## src/rtl/id_inst_buffer.sv

```systemverilog
// IF->ID instruction buffer: DEPTH-entry {pc, inst} FIFO with flush. Latency 1 cycle (0 with ID_BUF_BYPASS_EN when empty).
// Backpressure: in_ready drops only when full (registered, ignores same-cycle pop); out_ready low holds the head entry.
module id_inst_buffer #(
  parameter int DEPTH  = 4,
  parameter int PTR_W  = 2,
  parameter int PC_W   = 32,
  parameter int INST_W = 32
) (
  input  logic              clk,
  input  logic              rst,
  input  logic              flush,
  input  logic              in_valid,
  output logic              in_ready,
  input  logic [PC_W-1:0]   in_pc,
  input  logic [INST_W-1:0] in_inst,
  output logic              out_valid,
  input  logic              out_ready,
  output logic [PC_W-1:0]   out_pc,
  output logic [INST_W-1:0] out_inst,
  output logic [PTR_W:0]    count
);

  localparam logic [0:0]     S_EMPTY    = 1'b0;
  localparam logic [0:0]     S_NONEMPTY = 1'b1;
  localparam logic [PTR_W:0] FULL_CNT   = (PTR_W+1)'(DEPTH);
  localparam logic [PTR_W:0] CNT_ONE    = (PTR_W+1)'(1);
  localparam logic [PTR_W-1:0] PTR_ONE  = PTR_W'(1);

  logic [PC_W-1:0]   pc_mem   [DEPTH];
  logic [INST_W-1:0] inst_mem [DEPTH];

  logic [0:0]       state, state_nxt;
  logic             full, full_nxt;
  logic [PTR_W-1:0] wr_ptr, rd_ptr;
  logic [PTR_W:0]   cnt, cnt_nxt;

  logic byp_vld;
  logic take_byp;
  logic push;
  logic pop_mem;
  logic wr_en;
  logic rd_en;

  // Bypass presents the incoming pair on out_* only while nothing is stored.
`ifdef ID_BUF_BYPASS_EN
  assign byp_vld = (state == S_EMPTY) & in_valid & ~flush;
`else
  assign byp_vld = 1'b0;
`endif

  assign in_ready  = ~full;
  assign out_valid = (state == S_NONEMPTY) | byp_vld;
  assign count     = cnt;

  assign push     = in_valid & in_ready;
  assign pop_mem  = out_ready & (state == S_NONEMPTY);
  assign take_byp = byp_vld & out_ready;
  assign wr_en    = push & ~flush & ~take_byp;
  assign rd_en    = pop_mem & ~flush;

  always_comb begin
    out_pc   = '0;
    out_inst = '0;
    if (state == S_NONEMPTY) begin
      out_pc   = pc_mem[rd_ptr];
      out_inst = inst_mem[rd_ptr];
    end else if (byp_vld) begin
      out_pc   = in_pc;
      out_inst = in_inst;
    end
  end

  always_comb begin
    cnt_nxt = cnt;
    if (flush) begin
      cnt_nxt = '0;
    end else begin
      case ({wr_en, rd_en})
        2'b10:   cnt_nxt = cnt + CNT_ONE;
        2'b01:   cnt_nxt = cnt - CNT_ONE;
        default: cnt_nxt = cnt;
      endcase
    end
  end

  always_comb begin
    state_nxt = (cnt_nxt != '0) ? S_NONEMPTY : S_EMPTY;
    full_nxt  = (cnt_nxt == FULL_CNT);
  end

  always_ff @(posedge clk or negedge rst) begin
    if (!rst) begin
      wr_ptr <= '0;
      rd_ptr <= '0;
      cnt    <= '0;
      state  <= S_EMPTY;
      full   <= 1'b0;
    end else begin
      cnt   <= cnt_nxt;
      state <= state_nxt;
      full  <= full_nxt;
      if (flush) begin
        wr_ptr <= '0;
        rd_ptr <= '0;
      end else begin
        if (wr_en) wr_ptr <= wr_ptr + PTR_ONE;
        if (rd_en) rd_ptr <= rd_ptr + PTR_ONE;
      end
    end
  end

  // Storage is not reset; out_* masks stale contents through state.
  always_ff @(posedge clk) begin
    if (wr_en) begin
      pc_mem[wr_ptr]   <= in_pc;
      inst_mem[wr_ptr] <= in_inst;
    end
  end

endmodule

```

## config.mk

```make
export PLATFORM = sky130hd
export DESIGN_NAME = id_inst_buffer
export DESIGN_NICKNAME = d
export VERILOG_FILES = /design/src/rtl/id_inst_buffer.sv
export SDC_FILE = /design/constraint.sdc
export NUM_CORES = 1
export LEC_CHECK = 0
export ABC_CLOCK_PERIOD_IN_PS = 3900
export BUFFER_PORTS_ARGS = -buffer_cell sky130_fd_sc_hd__buf_2
export CORE_UTILIZATION = 50
export CTS_BUF_LIST = sky130_fd_sc_hd__clkbuf_4 sky130_fd_sc_hd__clkbuf_8 sky130_fd_sc_hd__clkbuf_16
export DETAILED_ROUTE_END_ITERATION = 10
export PLACE_DENSITY = 0.71
export SLEW_MARGIN = 20
export SYNTH_ARGS = -nofsm -noshare
export SYNTH_HDL_FRONTEND = slang
export SYNTH_SLANG_ARGS = --single-unit
```

## constraint.sdc

```tcl
create_clock -name clk -period 3.9 [get_ports clk]
set_clock_uncertainty 0.05 [all_clocks]
set_input_delay 0 -clock clk [delete_from_list [all_inputs] [get_ports clk]]
set_output_delay 0 -clock clk [all_outputs]
set_load 0.05 [all_outputs]
```

# --- Word-level counts from Yosys, hierarchy flattened ---
# Memory sizes are Yosys's and may differ from the RTL's.
# Cells that the tools add are included.
classes:
  mux: 11
  addsub: 4
  n_eq_ne: 3
  bitwise_logic: 6
  n_reduce_logical: 3
op_table:
  columns: ["cell", "n"]
  rows:
  - ["two-way mux 32 bit", 2]
  - ["two-way mux 2 bit", 4]
  - ["case mux 3 bit (2 select lines)", 1]
  - ["adder 2 x 1 -> 2 bit, second input constant", 2]
  - ["bitwise AND 1 bit", 4]
  - ["nonzero test 2 bit", 2]
  - ["adder 3 x 1 -> 3 bit, second input constant", 1]
  - ["equality test 3 bit, second input constant", 1]
  - ["two-way mux 1 bit", 3]
  - ["two-way mux 3 bit", 1]
  - ["nonzero test 3 bit", 1]
  - ["subtractor 3 x 1 -> 3 bit, second input constant", 1]
  - ["equality test 2 x 1 -> 1 bit, second input constant", 1]
  - ["equality test 2 bit, second input constant", 1]
  - ["NOT 1 bit", 2]
totals:
  in_bits: 69
  mem_bits_rw: 256
  out_inout_bits: 69
  ff_bits: 9
  mem_count: 2
mem_list:
  columns: ["memory", "depth", "width", "read_ports", "rd_clocked_by_memory_dff", "wr", "line", "rtl"]
  rows:
  - ["inst_mem", 4, 32, 1, 0, 1, "30", "logic [INST_W-1:0] inst_mem [DEPTH];"]
  - ["pc_mem", 4, 32, 1, 0, 1, "29", "logic [PC_W-1:0] pc_mem [DEPTH];"]

# --- Depth between registers and ports, before layout ---
# Gate-level depths: netlist (run 1).
logic_depth:
  ltp_word: 8
  depth_mapped: 8

# --- Worst setup path after synthesis (run 1) ---
# Ideal clock, no wire load.
synth_path:
  kind: "register to register"
  start: "register full"
  end: "memory inst_mem[0][0] (enable)"
  setup_ns: 0.429
  arrival_ns: 2.366
  period_less_slack_ns: 2.845
  setup_slack_ns: 1.055
  t_required_ns: 3.421
  path_stages_with_launch: 4
  path_cell_list: "dfrtp_1 > nor2b_1 > nor2b_1 > and2_1"
synth_between:
  elab_chain_len: 5
synth_rtl:
  columns: ["item", "line", "rtl"]
  rows:
  - ["from (decl)", "33", "logic full, full_nxt;"]
  - ["from (signal assigned)", "101", "full <= full_nxt;"]
  - ["NOT 1 bit", "51", "assign in_ready = ~full;"]
  - ["bitwise AND 1 bit", "55", "assign push = in_valid & in_ready;"]
  - ["bitwise AND 1 bit", "58", "assign wr_en = push & ~flush & ~take_byp;"]
  - ["two-way mux 1 bit", "114", "if (wr_en) begin"]
  - ["two-way mux 1 bit (implied by the code)", "116", "inst_mem[wr_ptr] <= in_inst;"]
  - ["to (decl)", "30", null]
# No other way between the ends.

# --- Final worst setup path (run 1) ---
layout_path:
  start: "register full"
  end: "register state (netlist: out_valid)"
layout_between:
  elab_chain_len: 8
  word_cells_on_any_way: 9
  classes_between: "2 x eq/ne; 3 x mux; 3 x bitwise; 1 x reduce/logical"
layout_rtl:
  columns: ["item", "line", "rtl"]
  rows:
  - ["NOT 1 bit (*)", "51", null]
  - ["bitwise AND 1 bit (*)", "55", null]
  - ["bitwise AND 1 bit (*)", "58", null]
  - ["equality test 2 x 1 -> 1 bit or equality test 2 bit (tied branches)", "78", "case ({wr_en, rd_en})"]
  - ["case mux 3 bit (2 select lines) (*)", "78", null]
  - ["two-way mux 3 bit (*)", "75", "if (flush) begin"]
  - ["nonzero test 3 bit (*)", "87", "state_nxt = (cnt_nxt != '0) ? S_NONEMPTY : S_EMPTY;"]
  - ["two-way mux 1 bit (*)", "87", null]
  - ["via state_nxt", "32", "logic [0:0] state, state_nxt;"]
  - ["to (signal assigned)", "100", "state <= state_nxt;"]
  - ["to (decl)", "32", null]
# The timed path passes the listed nets; every way through them passes the cells marked *.
# A chain may end at the register's enable or synchronous reset.

==> results of run 1 <==
## per-layer routing
metal / vias to the layer above / share of wire (%)
met3: 23 / 6.8
li1: 2278 / -
met2: 152 / 50
met1: 2637 / 42
met4: 0 / 1.4
met5: - / 0
## layout by cell type (no fill, tap or decap), types with 2 or more instances in the layout
master,n
edfxtp_1,256
nor2b_1,3
nor2_1,7
dlygate4sd3_1,70
xor2_1,3
clkinv_2,3
dfrtp_4,2
clkbuf_4,7
nand2_1,2
and2_1,64
dfrtp_1,6
clkbuf_16,27
xnor2_1,2
clkinv_1,7
inv_1,4
ha_1,5
mux2i_1,2
buf_2,137
nor3b_1,2
bufinv_16,3
and2_4,4
mux4_2,64
## final cells by class
| type | instances | area, sq um |
|---|---|---|
| Clock buffer | 34 | 728 |
| Clock inverter | 15 | 148 |
| Fill cell | 1357 | 7030 |
| Inverter | 4 | 15.0 |
| Multi-Input combinational cell | 165 | 2130 |
| Sequential cell | 265 | 7920 |
| Tap cell | 265 | 332 |
| Timing Repair Buffer | 209 | 1410 |
## flip-flops by register name, indices dropped and copies added, names as in the netlist
name,count
count,3
full,1
inst_mem,128
out_valid,1
pc_mem,128
rd_ptr,2
wr_ptr,2
## where the power goes
group          internal, mW  total (mW)  switching (mW)
sequential             3.22        3.26          0.0398
clock                  1.52        2.51           0.991
combinational         0.300       0.832           0.531
total                  5.03        6.60            1.56
## path summary, 6_finish.rpt
check                                   startpoint                   endpoint  slack, ps  cells past startpoint
worst min-delay path                   in_inst[27]  inst_mem[2][27]$_DFFE_PP_        170                      2
worst min register to register  count[2]$_DFF_PN0_             full$_DFF_PN0_        580                      2
min in group asynchronous                      rst             full$_DFF_PN0_        490                      3
worst max-delay path                full$_DFF_PN0_        out_valid$_DFF_PN0_       1190                      8
max in group asynchronous                      rst      rd_ptr[1]$_DFFE_PN0P_       2980                      3
worst max register to register      full$_DFF_PN0_        out_valid$_DFF_PN0_       1190                      8
## worst max-delay path, delay by kind of cell, from the launching register on
| kind | cells | cell delay (ps) |
|---|---|---|
| DFF | 1 | 390 |
| adders and majority gates | 2 | 630 |
| AOI/OAI and AO/OA | 1 | 120 |
| buffers and inverters | 1 | 90 |
| and+or+nand+nor | 3 | 1140 |
| xor gates and xnor gates | 1 | 160 |
## repair_timing
action	in CTS	in global routing
endpoints found under the hold margin	274	0
hold buffers	70	0
setup endpoints to repair	0	0
buffers inserted	0	0
resized for setup	0	0
## kinds of logic after synthesis
kind of cell	after synthesis	synth area share, %
simple gates	85	5.01
mux	66	14.4
flops	265	77.7
compound gates	3	0.184
fa+ha+maj	6	0.811
xor+xnor	5	0.430
buf+inv	26	1.47
## metrics by stage
| stage | cells | util (%) | instance area, sq um | power (mW) |
|---|---|---|---|---|
| after CTS | 957 | 64.3 | 12700 | 6.67 |
| after global routing | 957 | 64.3 | 12700 | 6.83 |
| after floorplan | 456 | - | 10200 | 3.89 |
| after global placement | 838 | 56.3 | 11100 | 4.09 |
| final | 957 | 64.3 | 12700 | 6.60 |
| after detailed placement | 838 | 56.3 | 11100 | 4.11 |
==> flow_metrics.py, run 1 <==
metrics = {
    "synth": {
        "synth_area_leader_cell": "edfxtp_1",
        "synth_area_sq_um": 10200,
        "synthDistinctLibCells": 24,
        "synth_edf_count": 256,
        "synth_nets": 531,
        "yosysSeqAreaShare_pct": 77.7,
        "syn_area_per_cell_sq_um": 22.3,
        "yosysWarningCount": 0,
        "synth_common_cells": "edfxtp_1, and2_1, mux4_2",
        "synth_top_area_share_pct": 75.5,
        "synth_ff_type": "edfxtp_1",
        "synthCells": 456,
        "ys_top_cells_by_area": "edfxtp_1, mux4_2, and2_1",
        "synth-seq-cells": 265,
        "synth_most_common_cell": "edfxtp_1",
        "synthArstFlopShare_pct": 3.40,
    },
    "setup_path": {
        "crit_top_cell": "nor2b_1",
        "crit_type": "reg -> reg",
        "worstPathMaxFanout": 5,
        "cp_cell_sequence": "nor2b_1 > nor2b_1 > inv_1 > ha_1 > fa_1 > xnor2_1 > or4_1 > o311ai_0",
        "end_kind": "register",
        "crit_required_ps": 4240,
        "cp-start-kind": "register",
        "worstPathArrival_ps": 3050,
        "critical_path.slowest_cell": "or4_1",
        "critPathMaxStageDelay_ps": 470,
    },
    "route": {
        "drt_pass1_iterations": 7,
        "wire_per_inst_um": 19.4,
        "drt_iter0_drc": 290,
        "vias": 5090,
        "via_per_inst": 5.32,
        "routed_wl_um": 18600,
        "post-route-drc-count": 0,
        "ant_nets": 0,
    },
    "clock_network": {
        "cts.sinks": 265,
        "h-tree-depth": 1,
        "max-clock-path-buffers": 3,
        "clock_latency_ps": 520,
        "clk_pin_slew_worst_paths_ps": 60,
        "cts-root-buf": "clkbuf_16",
        "cts_inserted_buffers": 27,
        "cts_tree": "built",
    },
    "sta": {
        "worst_pin_slew_ps": 1010,
        "rsz0062_at_grt": "false",
        "slew_viol_final": 0,
        "slew_headroom_pct": 32.8,
        "finalCritPeriodShare_pct": 69.5,
        "fmax_ghz": 0.369,
        "layout_setup_ws_ps": 1190,
        "setup_viol": 0,
        "timing.setup.tns_ps": 0,
        "min_period_ps": 2710,
        "hold_viol": 0,
        "holdWs_ps": 169,
    },
    "power": {
        "power.leakage_nw": 4.46,
        "peakVddDrop_v": 0.000448,
        "p_per_area_nw_per_um2": 520,
    },
    "grt": {
        "overflow": 0,
        "gr-max-usage-layer": "met2",
        "use_met2_pct": 32.3,
        "grt_max_degree": 67,
        "gr-usage-met3_pct": 4.38,
        "grt_first_pass_wirelength_um": 29200,
        "antenna_found_initial": 0,
        "first_global_vias": 5400,
        "grt_use_total_pct": 18.8,
        "use_met1_pct": 24.4,
    },
    "placement": {
        "io_buffers": 137,
        "detailed_place_hpwl_um": 9720,
        "place_congestion": 0.695,
        "preCtsSetupSlack_ps": 1220,
    },
    "cells_and_area": {
        "syn2layout_area_growth_pct": 24.6,
        "drive_gt1_share_pct": 36.4,
        "n_antenna_cell": 0,
        "final_nets": 747,
    },
    "die": {
        "die-height_um": 145,
        "die_w_um": 145,
        "initial_core_util_pct": 51.6,
        "rows": 51,
        "num_io_pins": 138,
        "die_area_sq_um": 20900,
        "core_sq_um": 19700,
    },
    "hold_path": {
        "min_path_type": "in -> reg",
    },
    "job": {
        "cap_violations": 0,
    },
    "status": {
        "outcome": "complete, no violations",
    },
}
Note: power is estimated with default switching activity, not from simulation.
==> inputs of run 2 (changes only) <==
ABC_CLOCK_PERIOD_IN_PS = 2500   (was 3900)
clock period = 2.5 ns   (was 3.9 ns; I/O delays follow)
==> run 2 against run 1 <==
  * Clock-buffer cell count shrank 4
  * Sequential power grew 55%
  * Critical path depth is the same
  * Critical endpoint is now full$_DFF_PN0_
  * Largest power group unchanged
==> flow_metrics.py, run 2 (synthesized netlist as in run 1, its figures left out) <==
metrics = {
    "hold_path": {
        "min_path_type": "in -> reg",
        "min_from": "in_pc[5]",
    },
    "power": {
        "p_per_area_nw_per_um2": 808,
        "peakVddDrop_v": 0.000593,
        "power.switching_mw": 2.51,
        "power.leakage_nw": 4.58,
        "combPwrFrac_pct": 13.0,
        "p_int_mw": 7.93,
        "switching_share_pct": 24.1,
        "p_seq_share_pct": 48.4,
        "p_clk_share_pct": 38.6,
    },
    "route": {
        "wire_per_inst_um": 20.1,
        "drt_iter0_drc": 328,
        "via_per_inst": 5.26,
        "vias": 5126,
        "post-route-drc-count": 0,
        "drt_pass1_iterations": 4,
        "ant_nets": 0,
        "routed_wl_um": 19600,
    },
    "setup_path": {
        "critical_path_depth": 8,
        "path_buf_inv": 1,
        "worstPathMaxFanout": 3,
        "critPathLaunch": "full$_DFF_PN0_",
        "crit_required_ps": 2890,
        "regToRegSetupSlack_ps": 200,
        "critPathMaxStageDelay_ps": 460,
        "worstPathArrival_ps": 2700,
        "cp-start-kind": "register",
        "cp_top_family": "simple AND/OR/NAND/NOR gates",
        "crit_type": "reg -> reg",
        "cp_cell_sequence": "nor2b_1 > nor2b_1 > inv_1 > ha_1 > fa_1 > xnor2_1 > or4_1 > a21oi_1",
        "critical_path.slowest_cell": "or4_1",
        "end_kind": "register",
        "reg2reg_to": "full$_DFF_PN0_",
        "reg2reg_depth": 8,
        "rr_startpoint": "full$_DFF_PN0_",
        "crit_top_cell": "nor2b_1",
        "critPathCapture": "full$_DFF_PN0_",
    },
    "sta": {
        "slew_headroom_pct": 55.2,
        "holdWs_ps": 177,
        "timing.setup.tns_ps": 0,
        "setup_viol": 0,
        "worst_pin_slew_ps": 671,
        "min_period_ps": 2300,
        "fmax_ghz": 0.434,
        "rsz0062_at_grt": "false",
        "hold_viol": 0,
        "finalCritPeriodShare_pct": 92.2,
        "slew_viol_final": 0,
    },
    "grt": {
        "first_global_vias": 5545,
        "antenna_found_initial": 0,
        "grt_use_total_pct": 19.2,
        "grt_max_degree": 67,
        "grt_first_pass_wirelength_um": 29600,
        "overflow": 0,
    },
    "cells_and_area": {
        "final_cell_mix": "edfxtp_1, buf_2, dlygate4sd3_1",
        "drive_gt1_share_pct": 38.1,
        "syn2layout_area_growth_pct": 27.0,
        "layoutNonFillerInstCount": 974,
        "final_area_sq_um": 12900,
        "final_nets": 763,
        "final_common_cell": "edfxtp_1",
        "n_antenna_cell": 0,
    },
    "clock_network": {
        "cts_inserted_buffers": 27,
        "cts_tree": "built",
        "clk_pin_slew_worst_paths_ps": 60,
        "cts.repair_timing.setup_buffer_count": 0,
        "clock_latency_ps": 520,
        "cts.sinks": 265,
        "h-tree-depth": 1,
        "max-clock-path-buffers": 3,
        "cts-root-buf": "clkbuf_16",
    },
    "die": {
        "die_area_sq_um": 20900,
        "die-height_um": 145,
        "die_w_um": 145,
        "initial_core_util_pct": 51.6,
        "rows": 51,
        "core_sq_um": 19700,
        "num_io_pins": 138,
    },
    "job": {
        "cap_violations": 0,
    },
    "status": {
        "outcome": "complete, no violations",
    },
    "placement": {
        "dpl_cell_area_sq_um": 11300,
        "detailed_place_hpwl_um": 11400,
        "place_congestion": 0.742,
        "dp_cells": 854,
        "io_buffers": 137,
    },
}
## run 2: worst register-to-register path, delay by kind of cell, from the launching register on
| family | cells | cell delay (ps) |
|---|---|---|
| flip-flops | 1 | 370 |
| AND/OR/NAND/NOR | 3 | 780 |
| adder cells (fa/ha/maj) | 2 | 630 |
| XOR/XNOR | 1 | 150 |
| buffers and inverters | 1 | 60 |
| AO/OA/AOI/OAI | 1 | 180 |
## run 2: final cells by class
cell class	instances	area, sq um
clock buffers	30	698
repair buffers	225	1630
multi-input cells	165	2130
well taps	265	332
fillers	1320	6790
inverters	4	15.0
flip-flops and latches	265	7920
clock inverters	20	199
## run 2: per-layer routing
| layer | GRT usage [%] | share of wire (%) | vias to the layer above |
|---|---|---|---|
| met5 | 0 | 0 | - |
| met4 | 4.82 | 1.5 | 0 |
| met3 | 4.74 | 7.2 | 24 |
| met2 | 32.9 | 49 | 164 |
| met1 | 24.7 | 42 | 2630 |
| li1 | - | - | 2308 |
## run 2: how the worst min path moves through the flow
| stage | depth (start not counted) | slack (ps) | endpoint |
|---|---|---|---|
| CTS | 2 | 160 | pc_mem[2][4]$_DFFE_PP_ |
| global placement | 1 | -190 | rd_ptr[0]$_DFFE_PN0P_ |
| detailed placement | 1 | -180 | full$_DFF_PN0_ |
| finish | 2 | 180 | pc_mem[2][5]$_DFFE_PP_ |
| global route | 2 | 160 | inst_mem[2][12]$_DFFE_PP_ |
| floorplan | 0 | -350 | count[0]$_DFF_PN0_ |
## run 2: per-stage QoR
stage	power, mW	util [%]	setup slack [ps]
3_3_place_gp	6.41	57.5	290
6_report	10.4	65.6	196
4_1_cts	10.5	65.6	179
5_1_grt	10.8	65.6	17.9
2_1_floorplan	6.07	-	122
3_5_place_dp	6.43	57.5	225
## run 2: what timing repair did
action	in CTS	in global routing
hold buffers	70	0
endpoints found under the hold margin	274	0
gates resized for setup	0	0
## run 2: power groups by stage
stage | combinational, mW | sequential, mW | clock [mW]
final | 1.36 | 5.06 | 4.03
after global routing | 1.46 | 5.07 | 4.27
after CTS | 1.38 | 5.06 | 4.08
after detailed placement | 1.28 | 5.15 | 0
after global placement | 1.26 | 5.14 | 0
after floorplan | 0.901 | 5.17 | 0
